**src/rtl/iob_asym_fifo_ctrl_if.sv**
```systemverilog
// ---------------------------------------------------------------------------
// iob_asym_fifo_ctrl_if
//   Control bundle between a FIFO user and the asymmetric FIFO controller.
//   Its parameters must match the parameters of the controller it is bound to.
//
//   Handshake: a write is accepted in a cycle where w_req=1, w_full=0 and
//   clear=0. A read is accepted in a cycle where r_req=1, r_empty=0 and
//   clear=0. w_full and r_empty act as registered "not ready" flags, and
//   mem_w_en / mem_r_en are the accept strobes. Read data from the RAM is
//   valid one cycle after mem_r_en, when r_valid=1.
//
//   Signals (direction seen from the controller / slave side):
//     clear       in   synchronous flush of pointers, level and flags
//     w_req       in   write request
//     r_req       in   read request
//     w_full      out  write side cannot accept
//     r_empty     out  read side cannot deliver
//     r_valid     out  RAM read data valid this cycle
//     level       out  occupancy in narrow units
//     overflow    out  sticky: write attempted while full
//     underflow   out  sticky: read attempted while empty
//     mem_w_en    out  RAM write enable
//     mem_w_addr  out  RAM write address (wide-word units on the write side)
//     mem_r_en    out  RAM read enable
//     mem_r_addr  out  RAM read address (word units on the read side)
// ---------------------------------------------------------------------------
interface iob_asym_fifo_ctrl_if #(
  parameter int W_DATA_W = 32,
  parameter int R_DATA_W = 8,
  parameter int ADDR_W   = 4
);
  localparam int MIN_W    = (W_DATA_W < R_DATA_W) ? W_DATA_W : R_DATA_W;
  localparam int W_RATIO  = W_DATA_W / MIN_W;
  localparam int R_RATIO  = R_DATA_W / MIN_W;
  localparam int W_ADDR_W = ADDR_W - $clog2(W_RATIO);
  localparam int R_ADDR_W = ADDR_W - $clog2(R_RATIO);

  logic                clear;
  logic                w_req;
  logic                r_req;
  logic                w_full;
  logic                r_empty;
  logic                r_valid;
  logic [ADDR_W:0]     level;
  logic                overflow;
  logic                underflow;
  logic                mem_w_en;
  logic [W_ADDR_W-1:0] mem_w_addr;
  logic                mem_r_en;
  logic [R_ADDR_W-1:0] mem_r_addr;

  // User side: issues requests, observes status and RAM strobes.
  modport master (
    output clear, w_req, r_req,
    input  w_full, r_empty, r_valid, level, overflow, underflow,
    input  mem_w_en, mem_w_addr, mem_r_en, mem_r_addr
  );

  // Controller side.
  modport slave (
    input  clear, w_req, r_req,
    output w_full, r_empty, r_valid, level, overflow, underflow,
    output mem_w_en, mem_w_addr, mem_r_en, mem_r_addr
  );
endinterface

```
**src/rtl/iob_asym_fifo_ctrl.sv**
```systemverilog
// ---------------------------------------------------------------------------
// iob_asym_fifo_ctrl
//   Pointer / level / flag controller for a FIFO built on an asymmetric
//   two-port RAM (write width W_DATA_W, read width R_DATA_W). Data never
//   passes through this block; it only generates RAM enables and addresses
//   and the FIFO status. The RAM packs little-endian: narrow unit k of a wide
//   word lives at bits [(k+1)*MIN_W-1 : k*MIN_W] and at the lower narrow
//   address, so plain incrementing pointers on both sides stay coherent.
//
//   Occupancy is tracked in narrow (MIN_W) units, so a write adds W_RATIO
//   and a read removes R_RATIO. Full/empty decode from the registered level
//   with enough headroom that level always stays within [0, CAP].
//
//   Ports:
//     clk   in  clock
//     rst   in  synchronous active-high reset (wins over clear)
//     bus   slave modport of iob_asym_fifo_ctrl_if (requests, status, RAM
//           control); its parameters must equal this module's parameters.
//
//   Parameters: W_DATA_W, R_DATA_W (both MIN_W times a power of two) and
//   ADDR_W (log2 of RAM depth in narrow units, ADDR_W > log2 of the larger
//   ratio).
// ---------------------------------------------------------------------------
module iob_asym_fifo_ctrl #(
  parameter int W_DATA_W = 32,
  parameter int R_DATA_W = 8,
  parameter int ADDR_W   = 4
) (
  input  logic                  clk,
  input  logic                  rst,
  iob_asym_fifo_ctrl_if.slave   bus
);

  localparam int MIN_W    = (W_DATA_W < R_DATA_W) ? W_DATA_W : R_DATA_W;
  localparam int W_RATIO  = W_DATA_W / MIN_W;
  localparam int R_RATIO  = R_DATA_W / MIN_W;
  localparam int W_ADDR_W = ADDR_W - $clog2(W_RATIO);
  localparam int R_ADDR_W = ADDR_W - $clog2(R_RATIO);
  localparam int LVL_W    = ADDR_W + 1;

  localparam logic [LVL_W-1:0] CAP      = LVL_W'(2 ** ADDR_W);
  localparam logic [LVL_W-1:0] W_INC    = LVL_W'(W_RATIO);
  localparam logic [LVL_W-1:0] R_DEC    = LVL_W'(R_RATIO);
  // Full as soon as one more wide write would overrun CAP.
  localparam logic [LVL_W-1:0] FULL_THR = CAP - W_INC;

  // -------------------------------------------------------------------------
  // State
  // -------------------------------------------------------------------------
  logic [W_ADDR_W-1:0] w_ptr_q,     w_ptr_d;
  logic [R_ADDR_W-1:0] r_ptr_q,     r_ptr_d;
  logic [LVL_W-1:0]    level_q,     level_d;
  logic                r_valid_q,   r_valid_d;
  logic                overflow_q,  overflow_d;
  logic                underflow_q, underflow_d;

  // -------------------------------------------------------------------------
  // Status decode and accept strobes
  // -------------------------------------------------------------------------
  logic w_full;
  logic r_empty;
  logic w_acc;
  logic r_acc;
  logic w_rej;
  logic r_rej;

  always_comb begin
    w_full  = (level_q > FULL_THR);
    r_empty = (level_q < R_DEC);
    // clear blocks both accepts so a flush cycle never touches the RAM.
    w_acc   = bus.w_req & ~w_full  & ~bus.clear;
    r_acc   = bus.r_req & ~r_empty & ~bus.clear;
    w_rej   = bus.w_req &  w_full  & ~bus.clear;
    r_rej   = bus.r_req &  r_empty & ~bus.clear;
  end

  // -------------------------------------------------------------------------
  // Next-state logic
  // -------------------------------------------------------------------------
  always_comb begin
    w_ptr_d     = w_ptr_q;
    r_ptr_d     = r_ptr_q;
    level_d     = level_q;
    r_valid_d   = 1'b0;
    overflow_d  = overflow_q;
    underflow_d = underflow_q;

    if (bus.clear) begin
      w_ptr_d     = '0;
      r_ptr_d     = '0;
      level_d     = '0;
      overflow_d  = 1'b0;
      underflow_d = 1'b0;
    end else begin
      // Pointers wrap naturally at their own widths.
      if (w_acc) w_ptr_d = w_ptr_q + W_ADDR_W'(1);
      if (r_acc) r_ptr_d = r_ptr_q + R_ADDR_W'(1);
      // Simultaneous accepts net out in one step; the full/empty headroom
      // keeps the intermediate sum inside LVL_W bits.
      level_d     = level_q + (w_acc ? W_INC : '0) - (r_acc ? R_DEC : '0);
      r_valid_d   = r_acc;
      overflow_d  = overflow_q  | w_rej;
      underflow_d = underflow_q | r_rej;
    end
  end

  // -------------------------------------------------------------------------
  // State register
  // -------------------------------------------------------------------------
  always_ff @(posedge clk) begin
    if (rst) begin
      w_ptr_q     <= '0;
      r_ptr_q     <= '0;
      level_q     <= '0;
      r_valid_q   <= 1'b0;
      overflow_q  <= 1'b0;
      underflow_q <= 1'b0;
    end else begin
      w_ptr_q     <= w_ptr_d;
      r_ptr_q     <= r_ptr_d;
      level_q     <= level_d;
      r_valid_q   <= r_valid_d;
      overflow_q  <= overflow_d;
      underflow_q <= underflow_d;
    end
  end

  // -------------------------------------------------------------------------
  // Outputs
  // -------------------------------------------------------------------------
  assign bus.w_full     = w_full;
  assign bus.r_empty    = r_empty;
  assign bus.r_valid    = r_valid_q;
  assign bus.level      = level_q;
  assign bus.overflow   = overflow_q;
  assign bus.underflow  = underflow_q;
  assign bus.mem_w_en   = w_acc;
  assign bus.mem_w_addr = w_ptr_q;
  assign bus.mem_r_en   = r_acc;
  assign bus.mem_r_addr = r_ptr_q;

  // -------------------------------------------------------------------------
  // Invariants
  // -------------------------------------------------------------------------
  a_level_bound: assert property (@(posedge clk) disable iff (rst) level_q <= CAP);
  a_no_wr_full:  assert property (@(posedge clk) disable iff (rst) !(w_acc && w_full));
  a_no_rd_empty: assert property (@(posedge clk) disable iff (rst) !(r_acc && r_empty));

endmodule

```
**src/flat_wrapper.sv**
```systemverilog
// flat-port wrapper written by rule: the top's interface ports become plain ports
module iob_asym_fifo_ctrl_flat 
#(
  parameter int W_DATA_W = 32,
  parameter int R_DATA_W = 8,
  parameter int ADDR_W   = 4
)
  (clk, rst, bus_clear, bus_w_req, bus_r_req, bus_w_full, bus_r_empty, bus_r_valid, bus_level, bus_overflow, bus_underflow, bus_mem_w_en, bus_mem_w_addr, bus_mem_r_en, bus_mem_r_addr);
  iob_asym_fifo_ctrl_if #(.W_DATA_W(W_DATA_W), .R_DATA_W(R_DATA_W), .ADDR_W(ADDR_W)) bus_i ();
  input  logic clk;
  input  logic rst;
  input wire logic [$bits(bus_i.clear)-1:0] bus_clear;
  input wire logic [$bits(bus_i.w_req)-1:0] bus_w_req;
  input wire logic [$bits(bus_i.r_req)-1:0] bus_r_req;
  output wire logic [$bits(bus_i.w_full)-1:0] bus_w_full;
  output wire logic [$bits(bus_i.r_empty)-1:0] bus_r_empty;
  output wire logic [$bits(bus_i.r_valid)-1:0] bus_r_valid;
  output wire logic [$bits(bus_i.level)-1:0] bus_level;
  output wire logic [$bits(bus_i.overflow)-1:0] bus_overflow;
  output wire logic [$bits(bus_i.underflow)-1:0] bus_underflow;
  output wire logic [$bits(bus_i.mem_w_en)-1:0] bus_mem_w_en;
  output wire logic [$bits(bus_i.mem_w_addr)-1:0] bus_mem_w_addr;
  output wire logic [$bits(bus_i.mem_r_en)-1:0] bus_mem_r_en;
  output wire logic [$bits(bus_i.mem_r_addr)-1:0] bus_mem_r_addr;
  assign bus_i.clear = bus_clear;
  assign bus_i.w_req = bus_w_req;
  assign bus_i.r_req = bus_r_req;
  assign bus_w_full = bus_i.w_full;
  assign bus_r_empty = bus_i.r_empty;
  assign bus_r_valid = bus_i.r_valid;
  assign bus_level = bus_i.level;
  assign bus_overflow = bus_i.overflow;
  assign bus_underflow = bus_i.underflow;
  assign bus_mem_w_en = bus_i.mem_w_en;
  assign bus_mem_w_addr = bus_i.mem_w_addr;
  assign bus_mem_r_en = bus_i.mem_r_en;
  assign bus_mem_r_addr = bus_i.mem_r_addr;
  iob_asym_fifo_ctrl #(.W_DATA_W(W_DATA_W), .R_DATA_W(R_DATA_W), .ADDR_W(ADDR_W)) u_core (.clk(clk), .rst(rst), .bus(bus_i));
endmodule
```
**config.mk**
```make
export PLATFORM = sky130hd
export DESIGN_NAME = iob_asym_fifo_ctrl_flat
export DESIGN_NICKNAME = d
export VERILOG_FILES = /design/src/rtl/iob_asym_fifo_ctrl_if.sv /design/src/rtl/iob_asym_fifo_ctrl.sv /design/src/flat_wrapper.sv
export SDC_FILE = /design/constraint.sdc
export NUM_CORES = 1
export LEC_CHECK = 0
export ABC_AREA = 1
export ABC_CLOCK_PERIOD_IN_PS = 5200
export CAP_MARGIN = 15
export CORE_MARGIN = 2
export CORE_UTILIZATION = 45
export DETAILED_ROUTE_END_ITERATION = 6
export HOLD_SLACK_MARGIN = 0.12
export PLACE_DENSITY = 0.75
export SYNTH_ARGS = -nofsm -noshare
export SYNTH_HDL_FRONTEND = slang
export SYNTH_SLANG_ARGS = --single-unit
```
**constraint.sdc**
```tcl
create_clock -name clk -period 5.2 [get_ports clk]
set_clock_uncertainty 0.15 [all_clocks]
set_input_delay 1.04 -clock clk [delete_from_list [all_inputs] [get_ports clk]]
set_output_delay 1.04 -clock clk [all_outputs]
set_load 0.02 [all_outputs]
```
# [Word-level counts from Yosys, hierarchy flattened]
# Cells that the tools add are included.
# W data, S select, Z words.
[word_totals] reg_bits=14 output_inout_bits=18 in_bits=5 elab_cells=28
[classes] n_reduce_logical=1 muxes=2 order_cmp=2 n_addsub=4 n_bitwise=13
[ops] op="$and A1 B1 Y1" count=8
[ops] op="$add A5 B5 Y5" count=1
[ops] op="$gt A5 B4 Y1 const B" count=1
[ops] op="$lt A5 B1 Y1 const B" count=1
[ops] op="$sub A5 B5 Y5" count=1
[ops] op="$add A4 B1 Y4 const B" count=1
[ops] op="$mux W3" count=1
[ops] op="$not A1 Y1" count=3
[ops] op="$add A2 B1 Y2 const B" count=1
[ops] op="$or A1 B1 Y1" count=2
[ops] op="$reduce_or A2 Y1" count=1
[ops] op="$mux W1" count=1

# [Longest topological paths before layout]
# Gate-level depths: netlist of run 1.
[logic_depth] depth_word=7 mapped_depth=13 depth_no_buf=13

# [Worst setup path after synthesis of run 1]
# OpenSTA, ideal clock, no wires.
[synth_timing] kind="in2out" start="in bus_r_req" end="out bus_mem_r_en" path_stages=3 slack_ns=2.464 n_path_buf=1 required_time_ns=4.010 arrival_ns=1.546 cell_sequence="clkbuf_8 -> nand2_1 -> nor2_1"
[synth_via] elab_chain_len=2
[synth_rtl] element="from (decl)" line="flat_wrapper.sv:14" source="input wire logic [$bits(bus_i.r_req)-1:0] bus_r_req;"
[synth_rtl] element="$and A1 B1 Y1 (2 in a row)" line="iob_asym_fifo_ctrl.sv:72" source="r_acc = bus.r_req & ~r_empty & ~bus.clear;"
[synth_rtl] element="to (decl)" line="flat_wrapper.sv:23" source="output wire logic [$bits(bus_i.mem_r_en)-1:0] bus_mem_r_en;"
# Every way passes these cells.

# [Worst setup path after layout of run 1]
# Ends and elaborated chain as after synthesis.

==> results.yml, run 1 <==
yosys:
  syn-instance-count: 111
  synth_top_area_share_pct: 33.0
  ys_ff_latch: 14
  ys_warn_count: 0
  yosysSeqAreaShare_pct: 33.0
  syn_avg_cell_area_sq_um: 7.65
  synth_area_sq_um: 850
  synth_area_leaders: "dfxtp_1 33%, ha_1 13%, inv_1 9.7%"
  syn_nets: 126
  synth_top_area_cell: "dfxtp_1"
  synth_cell_types: 21
job:
  max_cap_viol_count: 0
pwr:
  combPwrFrac_pct: 45.6
  p_total_uw: 379
  sw_frac_of_total_pct: 38.2
  intPower_uw: 234
  ir_drop_mv: 0.206
  power.share.clock_pct: 21.0
  leakagePower_uw: 0.000496
  power_frac_seq_pct: 33.4
  switchingPower_uw: 145
  pwr_density_cell_nw_per_um2: 337
global_route:
  grt_overflow: 0
  antenna_found_initial: 0
  grt_max_degree: 11
  first_global_vias: 630
  grt_pass1_wl_um: 2510
  grt_usage_pct: 16.6
clocking:
  cts_resized: 0
  cts.htree.levels: 1
  cts_made_buffers: 3
  hold_buffers: 0
  clock-root-buffer: "clkbuf_4"
  cts_sinks: 14
  cts_tree: "yes"
  clock_latency_ns: 0.28
  post_cts_buffers: 0
  cts_buffer_depth: 2
  path_clk_slew_ns: 0.08
sta:
  worst_pin_slew_ns: 0.379
  fmax_mhz: 264
  setup_viol: 0
  slew_viol_final: 0
  period_share_pct: 72.8
  slew_headroom_pct: 74.7
  timing_hold_violations_final: 0
  min_period_ns: 3.79
  final.setup.tns_ns: 0
  worst_slack_ns: 1.41
  rsz0062_at_grt: "no"
  hold_ws_ns: 0.302
worst_setup_path:
  crit_slowest_cell: "clkdlybuf4s50_1"
  crit_required_ns: 4.01
  cp_max_fo: 10
  critPathKind: "input pin to output pin"
  max_stage_delay_ns: 0.70
  cp_data_arrival_time_ns: 2.60
  path_common_cell: "clkdlybuf4s50_1"
  endpoint_kind: "output pin"
  crit_chain: "clkdlybuf4s50_1 > nand2_1 > nor2_1 > clkdlybuf4s50_1"
  r2r_cells: 13
  start_kind: "input pin"
drt:
  via_per_inst: 4.70
  drt-pass1-iter-count: 3
  first_iter_violations: 7
  drtAntennaViolNets: 0
  wl_per_cell_um: 9.72
  vias: 756
  drc_errors: 0
  drt-total-wl_um: 1570
die:
  dieArea_sq_um: 2250
  rows: 15
  ioPinCount: 23
  die_height_um: 47.5
  core_sq_um: 1750
  die_w_um: 47.5
  initial_utilization_pct: 48.7
finish:
  drive_above_1_share_pct: 14.7
  final_cells: 161
  multiInputGateArea_sq_um: 450
  antenna_cells: 0
  area_delta_synth_final_pct: 32.3
  seq_area_sq_um: 280
  fin_nets: 152
  fillCellCount: 167
hold_path:
  hold_path.class: "flop to flop"
  hold-path-cell-count: 2
place:
  hpwlAfterDp_um: 1240
  dp_worst_setup_slack_ns: 1.42
  port-buffer-count: 22
  gp_congestion: 0.711
  dp_cells: 157
outcome:
  status: "completed"
## cell usage after synthesis
cell and instances:
clkbuf_8 1, nand2_2 3, a21oi_1 3, nor2_4 1, dfxtp_1 14, inv_1 22, nand2_1 18, nand2_4 2
xor2_1 2, nand3_1 6, fa_1 1, nand4_1 5, nor2_2 2, a21oi_2 1, clkinv_1 1, inv_2 5
ha_1 9, nand4_4 1, nor2_1 12, nand3_2 1, a31oi_1 1
## placed cells by master (no fill, tap or decap), types with 2 or more instances in the layout
cell and count:
xor2_1 2, a21oi_1 3, dfxtp_1 14, nand2_1 18, nand3_1 6, nand2_2 3, nand2_4 2, inv_2 5
clkbuf_4 3, clkdlybuf4s50_1 22, nor2_2 2, nor2_1 12, inv_1 22, ha_1 9, nand4_1 5
## power by group through the flow
stage                     clock network, uW  registers (uW)  logic, uW
after CTS                              80.9             127        176
after global routing                   86.6             128        193
after global placement                    0             129        170
after floorplan                           0             141        105
after detailed placement                  0             129        175
final                                  79.5             127        173
## worst max-delay path, delay by kind of cell
family,cells,cell delay (ns)
buffers and inverters,2,1.32
and+or+nand+nor,2,0.23
## final timing paths
kind | startpoint | end | slack [ns]
hold reg to reg | u_core.bus.overflow | u_core.bus.overflow | 0.30
hold / removal | u_core.bus.overflow | u_core.bus.overflow | 0.30
setup / recovery | bus_r_req | bus_mem_r_en | 1.41
setup reg to reg | u_core.bus.level[3] | u_core.bus.level[3] | 2.90
## area by class of cell
class / count / area share [%]
inverters: 28 / 9.35
multi-input cells: 68 / 40.1
flip-flops and latches: 14 / 24.9
repair buffers: 22 / 19.6
well taps: 25 / 2.78
clock buffers: 4 / 3.23
## sequential cells by signal, indices dropped and copies added (netlist names)
| signal | count |
|---|---|
| u_core.bus.r_valid | 1 |
| u_core.bus.level | 5 |
| u_core.bus.mem_w_addr | 2 |
| u_core.bus.overflow | 1 |
| u_core.bus.underflow | 1 |
| u_core.bus.mem_r_addr | 4 |
## metal layers
layer,GRT usage [%],part of all wire [%]
met1,19.4,45
met2,25.9,48
met3,3.40,3.8
met4,13.3,3.3
met5,0,0
## logic make-up (layout without fill, tap and decap cells)
logic type / count (synthesis) / count (layout) / share of synthesized area, %
and+or+nand+nor: 51 / 51 / 31.8
AOI/OAI and AO/OA: 5 / 5 / 3.53
buffers and inverters: 29 / 54 / 14.0
adders and majority gates: 10 / 10 / 15.6
xor gates and xnor gates: 2 / 2 / 2.06
DFF: 14 / 14 / 33.0
## metrics by stage
step	utilization (%)	instance area, sq um
after floorplan	-	850
after global placement	62.3	1090
after detailed placement	62.3	1090
after CTS	64.4	1120
after global routing	64.4	1120
final	64.4	1120
Power figures use the tool's default switching activity.
==> inputs of run 2 (changes only) <==
ABC_CLOCK_PERIOD_IN_PS = 3200   (was 5200)
CORE_UTILIZATION = 42   (was 45)
PLACE_DENSITY = 0.74   (was 0.75)
clock period = 3.2 ns   (was 5.2 ns; I/O delays follow)
==> run 2 against run 1 <==
Setup slack got worse by 1.1 ns. Register-to-register slack got worse by 2.0 ns. Combinational power is 63% higher. First-iteration DRC count up 86%. Wire length increased by 2.6%. Via count shrank 1.5%. Worst hold slack better by 0.0021 ns. Flip-flop and latch count did not move. Critical path depth grew 1. Non-clock buffer count up 1.
==> results.yml, run 2 (same netlist as run 1, synthesis figures left out) <==
worst_setup_path:
  cp_max_fo: 5
  endpoint_kind: "output pin"
  r2r_cells: 13
  cp_data_arrival_time_ns: 2.07
  critPathKind: "input pin to output pin"
  rrSetupSlack_ns: 0.92
  start_kind: "input pin"
  crit_required_ns: 2.41
  r2r-end: "u_core.bus.level[3]"
  timing.rr.start: "u_core.bus.level[3]"
drt:
  drt-pass1-iter-count: 4
  drtAntennaViolNets: 0
  drc_errors: 0
  wl_per_cell_um: 9.79
  drt-total-wl_um: 1610
  first_iter_violations: 13
  vias: 745
  via_per_inst: 4.54
sta:
  final.setup.tns_ns: 0
  slew_viol_final: 0
  timing_hold_violations_final: 0
  period_share_pct: 89.5
  setup_viol: 0
  min_period_ns: 2.86
  slew_headroom_pct: 83.3
  rsz0062_at_grt: "no"
  hold_ws_ns: 0.304
  worst_pin_slew_ns: 0.249
  fmax_mhz: 349
finish:
  antenna_cells: 0
  fin_nets: 153
  area_delta_synth_final_pct: 33.4
  multiInputGateArea_sq_um: 450
  fillCellCount: 199
  seq_area_sq_um: 280
  drive_above_1_share_pct: 15.3
  largest_reg_flops: 5
  final_cells: 164
  final_cell_mix: "22 x inv_1, 22 x clkdlybuf4s50_1, 18 x nand2_1, 14 x dfxtp_1, 12 x nor2_1"
  post-route-util_pct: 58.4
die:
  ioPinCount: 23
  rows: 16
  initial_utilization_pct: 43.8
  core_sq_um: 1940
  die_height_um: 49.0
  die_w_um: 49.0
  dieArea_sq_um: 2400
clocking:
  post_cts_buffers: 0
  cts_sinks: 14
  cts_resized: 0
  cts_made_buffers: 3
  clock_latency_ns: 0.28
  path_clk_slew_ns: 0.08
  cts_buffer_depth: 2
  cts.htree.levels: 1
  clock-root-buffer: "clkbuf_4"
  cts_tree: "yes"
  hold_buffers: 0
global_route:
  grt_pass1_wl_um: 3020
  grt_usage_pct: 16.1
  grt_overflow: 0
  grt_max_degree: 11
  antenna_found_initial: 0
  met1_usage_pct: 18.3
  busiest_layer: "met2"
  grt_use_met2_pct: 28.8
  first_global_vias: 759
  met3_usage_pct: 3.37
pwr:
  leakagePower_uw: 0.000501
  power.share.clock_pct: 20.7
  pwr_density_cell_nw_per_um2: 543
  sw_frac_of_total_pct: 38.1
  combPwrFrac_pct: 45.8
  ir_drop_mv: 0.368
  switchingPower_uw: 235
  intPower_uw: 381
  power_frac_seq_pct: 33.5
place:
  dp_cells: 160
  gp_congestion: 0.730
  port-buffer-count: 22
  hpwlAfterDp_um: 1250
hold_path:
  hp-start: "u_core.bus.overflow"
  hold-path-cell-count: 2
  hold_end: "u_core.bus.overflow"
  hold_path.class: "flop to flop"
job:
  max_cap_viol_count: 0
outcome:
  status: "completed"
-- run 2: worst max-delay path, cell delays in order --
cell	delay, ns
clkdlybuf4s50_1	0.53
inv_2	0.14
nand4_4	0.11
inv_1	0.07
clkdlybuf4s50_1	0.59
-- run 2: layout make-up --
cell class	count	share of cell area [%]
clock buffer	4	3.20
inverter	28	9.27
multi-input combinational	68	39.7
sequential	14	24.7
tap	27	2.98
timing repair buffer	23	20.1
-- run 2: per-layer routing --
layer	share of wire, %	up-vias
li1	-	390
met1	45	327
met2	48	23
met3	5.2	5
met4	1.9	0
met5	0	-
-- run 2: worst max-delay path by stage --
stage | cells after the start | end | slack [ns] | from
global route | 5 | bus_mem_w_en | 0.27 | bus_clear
global placement | 5 | bus_mem_w_en | 0.34 | bus_clear
detailed placement | 5 | bus_mem_w_en | 0.33 | bus_clear
floorplan | 11 | u_core.bus.level[2] | 0.69 | u_core.bus.level[3]
CTS | 5 | bus_mem_w_en | 0.33 | bus_clear
finish | 5 | bus_mem_w_en | 0.34 | bus_clear
-- run 2: power by group through the flow --
| stage | logic, uW | registers [uW] | clock network (uW) |
|---|---|---|---|
| 4_1_cts | 286 | 206 | 131 |
| 3_5_place_dp | 284 | 210 | 0 |
| 5_1_grt | 311 | 210 | 142 |
| 3_3_place_gp | 277 | 209 | 0 |
| 2_1_floorplan | 171 | 229 | 0 |
| 6_report | 282 | 206 | 127 |
-- run 2: stage by stage --
stage / total power [uW] / cell area [sq um] / worst slack, ns
6_report: 616 / 1130 / 0.337
3_5_place_dp: 494 / 1100 / 0.327
3_3_place_gp: 487 / 1100 / 0.338
2_1_floorplan: 400 / 850 / 0.695
5_1_grt: 663 / 1130 / 0.267
4_1_cts: 623 / 1130 / 0.326
==> inputs of run 3 (changes only) <==
CORE_UTILIZATION = 45   (was 42)
CTS_BUF_LIST = sky130_fd_sc_hd__clkbuf_4 sky130_fd_sc_hd__clkbuf_8   (was unset)
DONT_BUFFER_PORTS = 1   (was unset)
PLACE_DENSITY = 0.73   (was 0.74)
==> run 3 against run 2 <==
Utilization shrank 6.2 points. Highest routed layer unchanged. Final cell count shrank 15%. Global-route usage shrank 0.37 points. Flip-flop and latch count is the same. Largest power group is now sequential cells. Die area shrank 6.1%. Combinational power shrank 32%. First-iteration DRC count shrank 38%. Clock-buffer cell count is the same. Wire length shrank 12%.
==> results.yml, run 3 (same netlist as run 1, synthesis figures left out) <==
outcome:
  status: "completed"
worst_setup_path:
  cp_max_fo: 10
  cpLargestDelayFamily: "adder cells"
  endpoint_kind: "flop"
  rrSetupSlack_ns: 0.66
  crit_slowest_cell: "dfxtp_1"
  crit_buf_inv: 4
  cp_data_arrival_time_ns: 2.56
  r2r_cells: 14
  crit_chain: "inv_1 > ha_1 > nand2_2 > nand2_4 > nand2_1 > nor2_1 > buf_4 > ha_1 > inv_1 > ha_1 > inv_1 > fa_1 > xor2_1 > nor2_1"
  r2r-end: "u_core.bus.level[3]"
  max_stage_delay_ns: 0.51
  crit_required_ns: 3.22
  timing.rr.start: "u_core.bus.level[3]"
  critPathKind: "flop to flop"
  start_kind: "flop"
die:
  ioPinCount: 23
  core_sq_um: 1750
  initial_utilization_pct: 48.7
  dieArea_sq_um: 2250
  die_w_um: 47.5
  die_height_um: 47.5
  rows: 15
place:
  place_area_sq_um: 875
  port-buffer-count: 0
  dp_cells: 136
  gp_congestion: 0.719
  dp_worst_setup_slack_ns: 0.645
  hpwlAfterDp_um: 1160
pwr:
  pwr_density_cell_nw_per_um2: 602
  combPwrFrac_pct: 35.2
  intPower_uw: 329
  leakagePower_uw: 0.000423
  sw_frac_of_total_pct: 40.0
  power.share.clock_pct: 23.3
  switchingPower_uw: 219
  ir_drop_mv: 0.273
  power_frac_seq_pct: 41.5
sta:
  timing_hold_violations_final: 0
  rsz0062_at_grt: "no"
  min_period_ns: 2.54
  setup_viol: 0
  slew_headroom_pct: 78.5
  worst_pin_slew_ns: 0.322
  final.setup.tns_ns: 0
  period_share_pct: 79.3
  fmax_mhz: 394
  worst_slack_ns: 0.661
  slew_viol_final: 0
drt:
  vias: 667
  wl_per_cell_um: 10.1
  first_iter_violations: 8
  drt-total-wl_um: 1420
  drtAntennaViolNets: 0
  via_per_inst: 4.76
  drt-pass1-iter-count: 4
  drc_errors: 0
clocking:
  cts_tree: "yes"
  cts_made_buffers: 3
  cts_resized: 0
  path_clk_slew_ns: 0.09
  cts.htree.levels: 1
  post_cts_buffers: 0
  cts_sinks: 14
  hold_buffers: 0
  clock-root-buffer: "clkbuf_4"
  clock_latency_ns: 0.28
  cts_buffer_depth: 2
global_route:
  grt_overflow: 0
  grt_pass1_wl_um: 2390
  antenna_found_initial: 0
  grt_usage_pct: 15.7
  grt_max_degree: 11
  first_global_vias: 593
finish:
  final_cells: 140
  drive_above_1_share_pct: 18.3
  fin_area_sq_um: 911
  fin_nets: 131
  final_common_cell: "inv_1"
  area_delta_synth_final_pct: 7.22
  largest_reg_flops: 5
  fillCellCount: 162
  post-route-util_pct: 52.2
  antenna_cells: 0
  final_cell_mix: "22 x inv_1, 18 x nand2_1, 14 x dfxtp_1, 12 x nor2_1, 9 x ha_1"
hold_path:
  hold_path.class: "input pin to flop"
  hold_end: "u_core.bus.r_valid"
  hp-start: "bus_r_req"
  hold-path-cell-count: 2
job:
  max_cap_viol_count: 0
==> run 3: layout make-up <==
cell class | count | area, sq um | area share, %
flip-flops and latches | 14 | 280 | 30.8
clock buffers | 4 | 36.3 | 3.98
repair buffers | 1 | 7.51 | 0.824
multi-input cells | 68 | 450 | 49.5
well taps | 25 | 31.3 | 3.43
inverters | 28 | 105 | 11.5
==> run 3: worst max-delay path by stage <==
stage / startpoint / endpoint / depth (start not counted)
4_1_cts: u_core.bus.level[3] / u_core.bus.level[3] / 14
6_report: u_core.bus.level[3] / u_core.bus.level[3] / 14
5_1_grt: u_core.bus.level[3] / u_core.bus.level[3] / 14
3_5_place_dp: u_core.bus.level[3] / u_core.bus.level[3] / 14
2_1_floorplan: u_core.bus.level[3] / u_core.bus.level[2] / 11
3_3_place_gp: u_core.bus.level[3] / u_core.bus.level[3] / 14
==> run 3: worst register-to-register path, stage by stage, from the launching register on <==
cell and delay (ns):
dfxtp_1 0.51, inv_1 0.13, ha_1 0.22, nand2_2 0.08, nand2_4 0.09, nand2_1 0.07
nor2_1 0.04, buf_4 0.15, ha_1 0.19, inv_1 0.05, ha_1 0.15, inv_1 0.05
fa_1 0.37, xor2_1 0.14, nor2_1 0.05
==> run 3: routing by layer <==
layer | vias up | share of wire (%) | global-route usage (%)
met5 | - | 0 | 0
met4 | 0 | 2.2 | 11.7
met3 | 4 | 6.8 | 3.77
met2 | 18 | 48 | 24.6
met1 | 296 | 43 | 18.6
li1 | 349 | - | -
==> run 3: per-stage QoR <==
| step | total power [uW] | hold WS (ns) |
|---|---|---|
| detailed placement | 428 | 0.394 |
| global route | 596 | 0.331 |
| finish | 549 | 0.330 |
| global placement | 423 | 0.387 |
| floorplan | 400 | 0.376 |
| CTS | 558 | 0.321 |
==> run 3: power by group through the flow <==
stage                     Clock, uW  Combinational, uW  Sequential [uW]
after floorplan                   0                171              229
after global placement            0                190              233
after detailed placement          0                195              233
after CTS                       133                196              229
after global routing            140                225              231
final                           128                193              228
